===== config.mk =====
export PLATFORM = sky130hd
export DESIGN_NAME = uart_tx
export DESIGN_NICKNAME = d
export VERILOG_FILES = /design/src/rtl/uart_tx.sv
export SDC_FILE = /design/constraint.sdc
export NUM_CORES = 1
export LEC_CHECK = 0
export CAP_MARGIN = 20
export CORE_UTILIZATION = 43
export DETAILED_ROUTE_END_ITERATION = 8
export PLACE_DENSITY = 0.64
export SETUP_SLACK_MARGIN = 0.4
export SLEW_MARGIN = 30
export SYNTH_ARGS = -nofsm -noshare
export SYNTH_HDL_FRONTEND = slang
export SYNTH_SLANG_ARGS = --single-unit

===== constraint.sdc =====
create_clock -name clk -period 3.35 [get_ports clk]
set_input_delay 0.8375 -clock clk [delete_from_list [all_inputs] [get_ports clk]]
set_output_delay 0.8375 -clock clk [all_outputs]
set_load 0.02 [all_outputs]

===== src/rtl/uart_tx.sv =====
// Serial UART transmitter (start, 8 data LSB first, parity, stop) fed by a small byte FIFO.
// Drives the uart_rx line directly; frames are sent back-to-back while the FIFO holds data.

// Generic synchronous FIFO with occupancy count and a combinational read port.
// Latency: a pushed entry is visible on pop_dat one edge after the push.
// Backpressure: push_rdy low when full or in reset; a push into a full FIFO is dropped even alongside a pop.
module uart_tx_fifo #(
    parameter int unsigned W     = 8,
    parameter int unsigned DEPTH = 4
) (
    input  logic                     clk,
    input  logic                     reset,
    input  logic                     push_vld,
    input  logic [W-1:0]             push_dat,
    output logic                     push_rdy,
    input  logic                     pop_vld,
    output logic [W-1:0]             pop_dat,
    output logic [$clog2(DEPTH):0]   count
);
    localparam int unsigned AW = $clog2(DEPTH);
    localparam int unsigned CW = AW + 1;

    logic [W-1:0]  mem [DEPTH];
    logic [AW-1:0] wr_ptr;
    logic [AW-1:0] rd_ptr;
    logic          push_fire;
    logic          pop_fire;

    assign push_rdy  = !reset && (count != CW'(DEPTH));
    assign push_fire = push_vld && push_rdy;
    assign pop_fire  = pop_vld && (count != '0);
    assign pop_dat   = mem[rd_ptr];

    // Storage carries no reset; push_rdy is low during reset so nothing is written.
    always_ff @(posedge clk) begin
        if (push_fire) begin
            mem[wr_ptr] <= push_dat;
        end
    end

    always_ff @(posedge clk) begin
        if (reset) begin
            wr_ptr <= '0;
            rd_ptr <= '0;
            count  <= '0;
        end else begin
            if (push_fire) begin
                wr_ptr <= wr_ptr + AW'(1);
            end
            if (pop_fire) begin
                rd_ptr <= rd_ptr + AW'(1);
            end
            case ({push_fire, pop_fire})
                2'b10:   count <= count + CW'(1);
                2'b01:   count <= count - CW'(1);
                default: count <= count;
            endcase
        end
    end
endmodule

// UART transmitter: FIFO-buffered bytes serialised as 11-bit frames, each bit held CLKS_PER_BIT cycles.
// Latency: byte pushed at edge E into an empty, idle block puts its start bit on the line from edge E+1.
// Backpressure: tx_ready follows FIFO space only (never tx_valid); the next frame starts right after a stop bit.
module uart_tx #(
    parameter int unsigned CLKS_PER_BIT = 1,
    parameter int unsigned DEPTH        = 4,
    parameter bit          PARITY_ODD   = 1'b0
) (
    input  logic                       clk,
    input  logic                       reset,
    input  logic [7:0]                 tx_data_in,
    input  logic                       tx_valid,
    output logic                       tx_ready,
    output logic                       tx_data_out,
    output logic                       tx_busy,
    output logic [$clog2(DEPTH):0]     fifo_count
);
    localparam int unsigned CNT_W = (CLKS_PER_BIT > 1) ? $clog2(CLKS_PER_BIT) : 1;
    localparam logic [CNT_W-1:0] BAUD_LAST = CNT_W'(CLKS_PER_BIT - 1);

    typedef enum logic [2:0] {
        IDLE,
        START,
        DATA,
        PARITY,
        STOP
    } state_t;

    state_t             state;
    state_t             state_nxt;
    logic [CNT_W-1:0]   baud_cnt;
    logic [CNT_W-1:0]   baud_nxt;
    logic [2:0]         bit_idx;
    logic [2:0]         idx_nxt;
    logic [7:0]         shreg;
    logic [7:0]         shreg_nxt;
    logic               par_bit;
    logic               par_nxt;
    logic               line_nxt;
    logic               busy_nxt;
    logic               load;
    logic               pop_vld;
    logic [7:0]         pop_dat;
    logic               bit_end;
    logic               fifo_nempty;

    uart_tx_fifo #(
        .W     (8),
        .DEPTH (DEPTH)
    ) u_fifo (
        .clk      (clk),
        .reset    (reset),
        .push_vld (tx_valid),
        .push_dat (tx_data_in),
        .push_rdy (tx_ready),
        .pop_vld  (pop_vld),
        .pop_dat  (pop_dat),
        .count    (fifo_count)
    );

    assign fifo_nempty = (fifo_count != '0);
    assign bit_end     = (baud_cnt == BAUD_LAST);

    always_comb begin
        state_nxt = state;
        baud_nxt  = baud_cnt;
        idx_nxt   = bit_idx;
        shreg_nxt = shreg;
        par_nxt   = par_bit;
        line_nxt  = tx_data_out;
        busy_nxt  = tx_busy;
        load      = 1'b0;
        pop_vld   = 1'b0;

        if (state != IDLE) begin
            baud_nxt = bit_end ? '0 : baud_cnt + CNT_W'(1);
        end

        case (state)
            IDLE: begin
                line_nxt = 1'b1;
                load     = fifo_nempty;
            end
            START: begin
                if (bit_end) begin
                    state_nxt = DATA;
                    idx_nxt   = 3'd0;
                    line_nxt  = shreg[0];
                end
            end
            DATA: begin
                if (bit_end) begin
                    if (bit_idx == 3'd7) begin
                        state_nxt = PARITY;
                        line_nxt  = par_bit;
                    end else begin
                        idx_nxt   = bit_idx + 3'd1;
                        shreg_nxt = {1'b0, shreg[7:1]};
                        line_nxt  = shreg[1];
                    end
                end
            end
            PARITY: begin
                if (bit_end) begin
                    state_nxt = STOP;
                    line_nxt  = 1'b1;
                end
            end
            STOP: begin
                if (bit_end) begin
                    if (fifo_nempty) begin
                        load = 1'b1;
                    end else begin
                        state_nxt = IDLE;
                        line_nxt  = 1'b1;
                        busy_nxt  = 1'b0;
                    end
                end
            end
            default: begin
                state_nxt = IDLE;
                line_nxt  = 1'b1;
                busy_nxt  = 1'b0;
            end
        endcase

        // Loading a byte starts the start bit on the same edge, from IDLE or straight out of STOP.
        if (load) begin
            pop_vld   = 1'b1;
            shreg_nxt = pop_dat;
            par_nxt   = (^pop_dat) ^ PARITY_ODD;
            state_nxt = START;
            baud_nxt  = '0;
            line_nxt  = 1'b0;
            busy_nxt  = 1'b1;
        end
    end

    always_ff @(posedge clk) begin
        if (reset) begin
            state       <= IDLE;
            baud_cnt    <= '0;
            bit_idx     <= 3'd0;
            shreg       <= 8'd0;
            par_bit     <= 1'b0;
            tx_data_out <= 1'b1;
            tx_busy     <= 1'b0;
        end else begin
            state       <= state_nxt;
            baud_cnt    <= baud_nxt;
            bit_idx     <= idx_nxt;
            shreg       <= shreg_nxt;
            par_bit     <= par_nxt;
            tx_data_out <= line_nxt;
            tx_busy     <= busy_nxt;
        end
    end
endmodule


==> results.toml, run 1 <==
[finish]
area_delta_synth_final_pct = 18.8
nets = 221
seqCellArea_sq_um = 1480
insertedDiodeCount = 0
fin_util_pct = 54.7
fillers = 469
drive_gt1_share_pct = 13.5
multi_input_area_sq_um = 880

[sta]
rsz0062_at_grt = "no"
slew_headroom_pct = 64.2
fin_setup_tns_ns = 0
setup_viol = 0
period_share_pct = 82.4
period_minus_slack_ns = 2.76
max_freq_ghz = 0.362
worst_pin_slew_ns = 0.536
hold_violations = 0
drv_slew = 0
fin_worst_skew_ns = 0.00801

[pwr]
p_clk_share_pct = 29.3
power_density_nw_per_um2 = 922
combPwrFrac_pct = 32.4
power.switching_w = 0.000859
p_int_w = 0.00180
ir_worst_vdd_mv = 0.389
swShare_pct = 32.3
power.share.sequential_pct = 38.2
leakage_nw = 0.986
power_w = 0.00266

[synthesis]
synthArstFlopShare_pct = 0
synth_xor_area_share_pct = 4.70
synthMuxAreaShare_pct = 10.3
ys.flop_type = "edfxtp_1"
syn_inst = 184
synth_top_family_by_area = "multiplexers"
ys_ff_latch = 58
synthSimpleGateAreaFrac_pct = 9.60
synth_edf_count = 32
syn_area_per_cell_sq_um = 13.2
synth_cell_types = 33
synthesis.area_sq_um = 2420
ys_seq_area_share_pct = 61.1
synthAdderAreaFrac_pct = 4.44
yosys_warnings = 0
synth_fp_nets = 203
synth_compound_area_share_pct = 6.76

[grt]
overflow = 0
first_global_vias = 1565
grt_max_degree = 26
met3_usage_pct = 4.88
grt_use_met2_pct = 27.7
antenna_found_initial = 0
grtUsageMet1_pct = 18.4
grt_pass1_wl_microns = 7220
track_usage_pct = 16.4
busiest_layer = "met2"

[setup_path]
cp.arrival_ns = 1.92
crit_fanout = 6
r2r_slack_ns = 0.83
cp_data_required_time_ns = 2.51
reg2reg_from = "state[1]"
r2r-end = "u_fifo.count[2]"
critPathLaunch = "reset"
start_kind = "input pin"
end_kind = "primary output"
ff2ff_path_depth = 8
worstSetupPathType = "input pin to primary output"
endpoint = "tx_ready"

[clock_tree]
tritoncts.num_buffers = 9
postCtsHoldBufs = 0
insertion_delay_ns = 0.34
cts_buffer_depth = 2
postCtsResizedCells = 2
clock-root-buffer = "clkbuf_8"
numClockSinks = 58
post_cts_buffers = 0
cts_tree = "built"
h-tree-depth = 3
clk_pin_slew_worst_paths_ns = 0.07

[floorplanning]
die_area_sq_um = 5940
placementRows = 26
die_h_microns = 77.1
initial_core_util_pct = 46.0
core_sq_um = 5270
die_w_microns = 77.1
io-pin-count = 17

[route]
drt_pass1_iterations = 4
wirelength_microns = 4220
viasPerCell = 5.24
drt-initial-drc-count = 61
drc = 0
wl_per_cell_microns = 15.2
via_count = 1452
ant_nets = 0

[place]
dp_hpwl_microns = 2840
gp_congestion = 0.738
port_buffers = 16

[min_path]
hold_class = "register to register"
holdPathStages = 2

[status]
status = "completed"

[run]
cap_violations = 0
-- per-layer routing --
metal | part of all wire (%) | vias to the layer above
met4 | 2.1 | 0
met1 | 44 | 713
met2 | 51 | 24
li1 | - | 703
met3 | 2.4 | 12
met5 | 0 | -
-- worst max-delay path: stages --
cell and delay (ns):
clkdlybuf4s50_1 0.44, a31oi_2 0.27, dlygate4sd2_1 0.38
-- state kept, by name (all words and copies together) (netlist names), named ones only --
name and count:
par_bit 1, shreg 8, u_fifo.count 3, u_fifo.wr_ptr 2, u_fifo.mem 32, tx_busy 1
u_fifo.rd_ptr 2, bit_idx 3, tx_data_out 1, state 3
-- synthesized netlist by cell type (2+ instances only) --
| cell type | instances | share of area [%] |
|---|---|---|
| nand2_1 | 5 | 0.77 |
| xnor2_1 | 10 | 3.6 |
| and3_1 | 4 | 1.0 |
| nand2b_1 | 5 | 1.3 |
| nor2_1 | 19 | 2.9 |
| mux2i_1 | 7 | 2.9 |
| and2_1 | 2 | 0.52 |
| buf_2 | 2 | 0.41 |
| edfxtp_1 | 32 | 40 |
| nand3_1 | 2 | 0.41 |
| xor2_1 | 3 | 1.1 |
| a21oi_1 | 12 | 2.5 |
| a211oi_1 | 8 | 2.5 |
| nor3_1 | 3 | 0.62 |
| clkbuf_1 | 5 | 0.77 |
| o21ai_0 | 2 | 0.41 |
| inv_1 | 6 | 0.93 |
| or3_1 | 2 | 0.52 |
| mux4_2 | 8 | 7.4 |
| nand3b_1 | 3 | 0.93 |
| dfxtp_1 | 26 | 21 |
| ha_1 | 7 | 3.6 |
-- cell type report --
cell class	instances	area share, %
clock buffers	9	4.30
clock inverters	7	4.04
inverters	7	0.912
multi-input cells	109	30.5
flip-flops and latches	58	51.4
well taps	70	3.04
repair buffers	17	5.78
-- cell usage in the layout, fill, tap and decap left out, types with 3 or more instances in the layout --
master	netlist	routed
edfxtp_1	32	32
mux4_2	8	8
bufinv_16	0	3
clkdlybuf4s50_1	0	15
nor2_1	19	19
clkbuf_8	0	9
inv_1	6	6
nand3b_1	3	3
dfxtp_1	26	26
a21oi_1	12	12
nor3_1	3	3
nand2_1	5	5
ha_1	7	7
a211oi_1	8	8
xnor2_1	10	10
xor2_1	3	3
nand2b_1	5	5
and3_1	4	4
mux2i_1	7	7
-- power by group through the flow --
stage / combinational [W] / sequential (W) / clock [W]
final: 0.000861 / 0.00102 / 0.000780
after global routing: 0.000953 / 0.00104 / 0.000827
after CTS: 0.000860 / 0.00102 / 0.000792
after detailed placement: 0.000852 / 0.00103 / 0
after global placement: 0.000808 / 0.00102 / 0
after floorplan: 0.000713 / 0.000982 / 0
-- logic make-up (layout without fill, tap and decap cells) --
logic type                 count (synthesis)  count (layout)
xor gates and xnor gates                  13              13
adders and majority gates                  8               8
DFF                                       58              58
AOI/OAI and AO/OA                         26              26
buffers and inverters                     17              40
muxes                                     15              15
and+or+nand+nor                           47              47
-- worst min path at each step --
stage,endpoint,slack (ns),from
after detailed placement,tx_busy,0.48,tx_busy
after global routing,shreg[7],0.51,shreg[7]
after floorplan,shreg[7],0.46,shreg[7]
final,tx_busy,0.48,tx_busy
after CTS,tx_busy,0.49,tx_busy
after global placement,tx_busy,0.46,tx_busy
-- through the flow --
step                cell area [sq um]  setup slack [ns]  hold slack, ns  instances
floorplan                        2420             0.534           0.460        184
global placement                 2630             0.289           0.461        261
finish                           2880             0.591           0.483        277
CTS                              2880             0.589           0.490        277
detailed placement               2630             0.208           0.478        261
global route                     2880             0.539           0.511        277
(Power assumes the default switching activity.)
==> run 2: changes to the inputs <==
--- a/config.mk
+++ b/config.mk
@@ -8,7 +8,7 @@
 export CAP_MARGIN = 20
 export CORE_UTILIZATION = 43
 export DETAILED_ROUTE_END_ITERATION = 8
-export PLACE_DENSITY = 0.64
+export PLACE_DENSITY = 0.67
 export SETUP_SLACK_MARGIN = 0.4
 export SLEW_MARGIN = 30
 export SYNTH_ARGS = -nofsm -noshare
==> constraint.sdc (replaced) <==
create_clock -name clk -period 2.5 [get_ports clk]
set_input_delay 0.625 -clock clk [delete_from_list [all_inputs] [get_ports clk]]
set_output_delay 0.625 -clock clk [all_outputs]
set_load 0.02 [all_outputs]
==> run 2 against run 1 <==
Clock skew about the same. Wire length fell by 1.8%. Global-route usage is 0.28 points lower. Critical path depth grew 6.
==> results.toml, run 2 (synthesis gave the netlist of run 1 again) <==
[sta]
hold_violations = 0
fin_worst_skew_ns = 0.00767
max_freq_ghz = 0.474
rsz0062_at_grt = "yes"
period_share_pct = 84.3
fin_ws_ns = 0.392
worst_pin_slew_ns = 0.465
setup_viol = 0
whs_ns = 0.469
drv_slew = 0
slew_headroom_pct = 69.0
period_minus_slack_ns = 2.11

[floorplanning]
core_sq_um = 5270
die_area_sq_um = 5940
die_h_microns = 77.1
initial_core_util_pct = 46.0
io-pin-count = 17
die_w_microns = 77.1
placementRows = 26

[finish]
drive_gt1_share_pct = 20.0
fin_util_pct = 55.5
reg_top3 = "u_fifo.mem x32, shreg x8"
fin_area_sq_um = 2930
final_cell_mix = "edfxtp_1 (32), dfxtp_1 (21), nor2_1 (19)"
fillers = 450
layout_commonest_cell = "edfxtp_1"
insertedDiodeCount = 0
area_delta_synth_final_pct = 20.7
largest_reg_flops = 32
regMostFlops = "u_fifo.mem"
nets = 229

[clock_tree]
insertion_delay_ns = 0.34
h-tree-depth = 3
numClockSinks = 58
clock-root-buffer = "clkbuf_8"
postCtsHoldBufs = 0
cts_tree = "built"
clk_pin_slew_worst_paths_ns = 0.06
tritoncts.num_buffers = 9
cts_buffer_depth = 2

[route]
drc = 0
viasPerCell = 5.09
wl_per_cell_microns = 14.6
drt-initial-drc-count = 45
drt_pass1_iterations = 4
via_count = 1452
ant_nets = 0
wirelength_microns = 4150

[pwr]
ir_worst_vdd_mv = 0.484
power_density_nw_per_um2 = 1200
leakage_nw = 1.01

[status]
status = "completed"

[setup_path]
cp_data_required_time_ns = 2.76
crit_family = "simple AND/OR/NAND/NOR gates"
slowest_stage = "or3_4"
start_kind = "register"
path_cells = "nor3_1 > or3_4 > inv_8 > ha_4 > inv_2 > fa_2 > xor2_1 > or3_1 > a21oi_1"
cp.arrival_ns = 2.37
worstSetupPathType = "register to register"
end_kind = "register"
reg2reg_from = "u_fifo.count[0]"
path_buf_inv = 2
critPathLaunch = "u_fifo.count[0]"
crit_fanout = 4
max_stage_delay_ns = 0.42

[grt]
grt_pass1_wl_microns = 7000
met3_usage_pct = 5.36
first_global_vias = 1501
grtUsageMet1_pct = 18.5
busiest_layer = "met2"
antenna_found_initial = 0
grt_max_degree = 26
grt_use_met2_pct = 26.0
overflow = 0
track_usage_pct = 16.1

[min_path]
min_from = "tx_busy"
hold_class = "register to register"

[place]
place_area_sq_um = 2710
dp_hpwl_microns = 2780
dp_slack_ns = -0.0953
gp_congestion = 0.696
port_buffers = 16

[run]
cap_violations = 0
## run 2: worst reg2reg max path, delay by kind of cell, from the launching register on
family	cells	cell delay, ns
simple gates	3	0.78
fa+ha+maj	2	0.48
flops	1	0.37
xor+xnor	1	0.15
compound gates	1	0.14
buf+inv	2	0.12
## run 2: path summary, 6_finish.rpt
kind | to | slack (ns) | cells past startpoint
worst max register to register | u_fifo.count[2] | 0.39 | 9
worst min register to register | tx_busy | 0.47 | 2
worst min-delay path | tx_busy | 0.47 | 2
worst max-delay path | u_fifo.count[2] | 0.39 | 9
## run 2: report_power, final
| part | switching [W] | total [W] | internal, W |
|---|---|---|---|
| clock | 0.000346 | 0.000805 | 0.000458 |
| combinational | 0.000667 | 0.00136 | 0.000693 |
| sequential | 0.000135 | 0.00134 | 0.00120 |
| total | 0.00115 | 0.00350 | 0.00235 |
## run 2: what timing repair did
action | 4_1_cts | 5_1_grt
pin swaps | 0 | 1
setup buffers | 0 | 3
gates resized for setup | 8 | 3
endpoints found under the setup margin | 2 | 1
## run 2: routing by layer
layer	routed length (microns)	vias up	share of wire [%]
li1	-	721	-
met1	1840	694	44
met2	2040	27	49
met3	162	10	3.9
met4	106	0	2.6
met5	0	-	0
## run 2: metrics by stage
step	total power, W	setup TNS [ns]	instances
floorplan	0.00234	0	184
global placement	0.00257	-0.0453	266
detailed placement	0.00263	-0.131	266
CTS	0.00346	0	282
global route	0.00372	0	285
finish	0.00350	0	285
## run 2: layout make-up
class                      instances  area (sq um)  area share (%)
sequential                        58          1500            51.1
multi-input combinational        109           906            31.0
timing repair buffer              25           225            7.70
clock buffer                      13           139            4.75
tap                               70          87.6            2.99
clock inverter                     3          40.0            1.37
inverter                           7          33.8            1.15
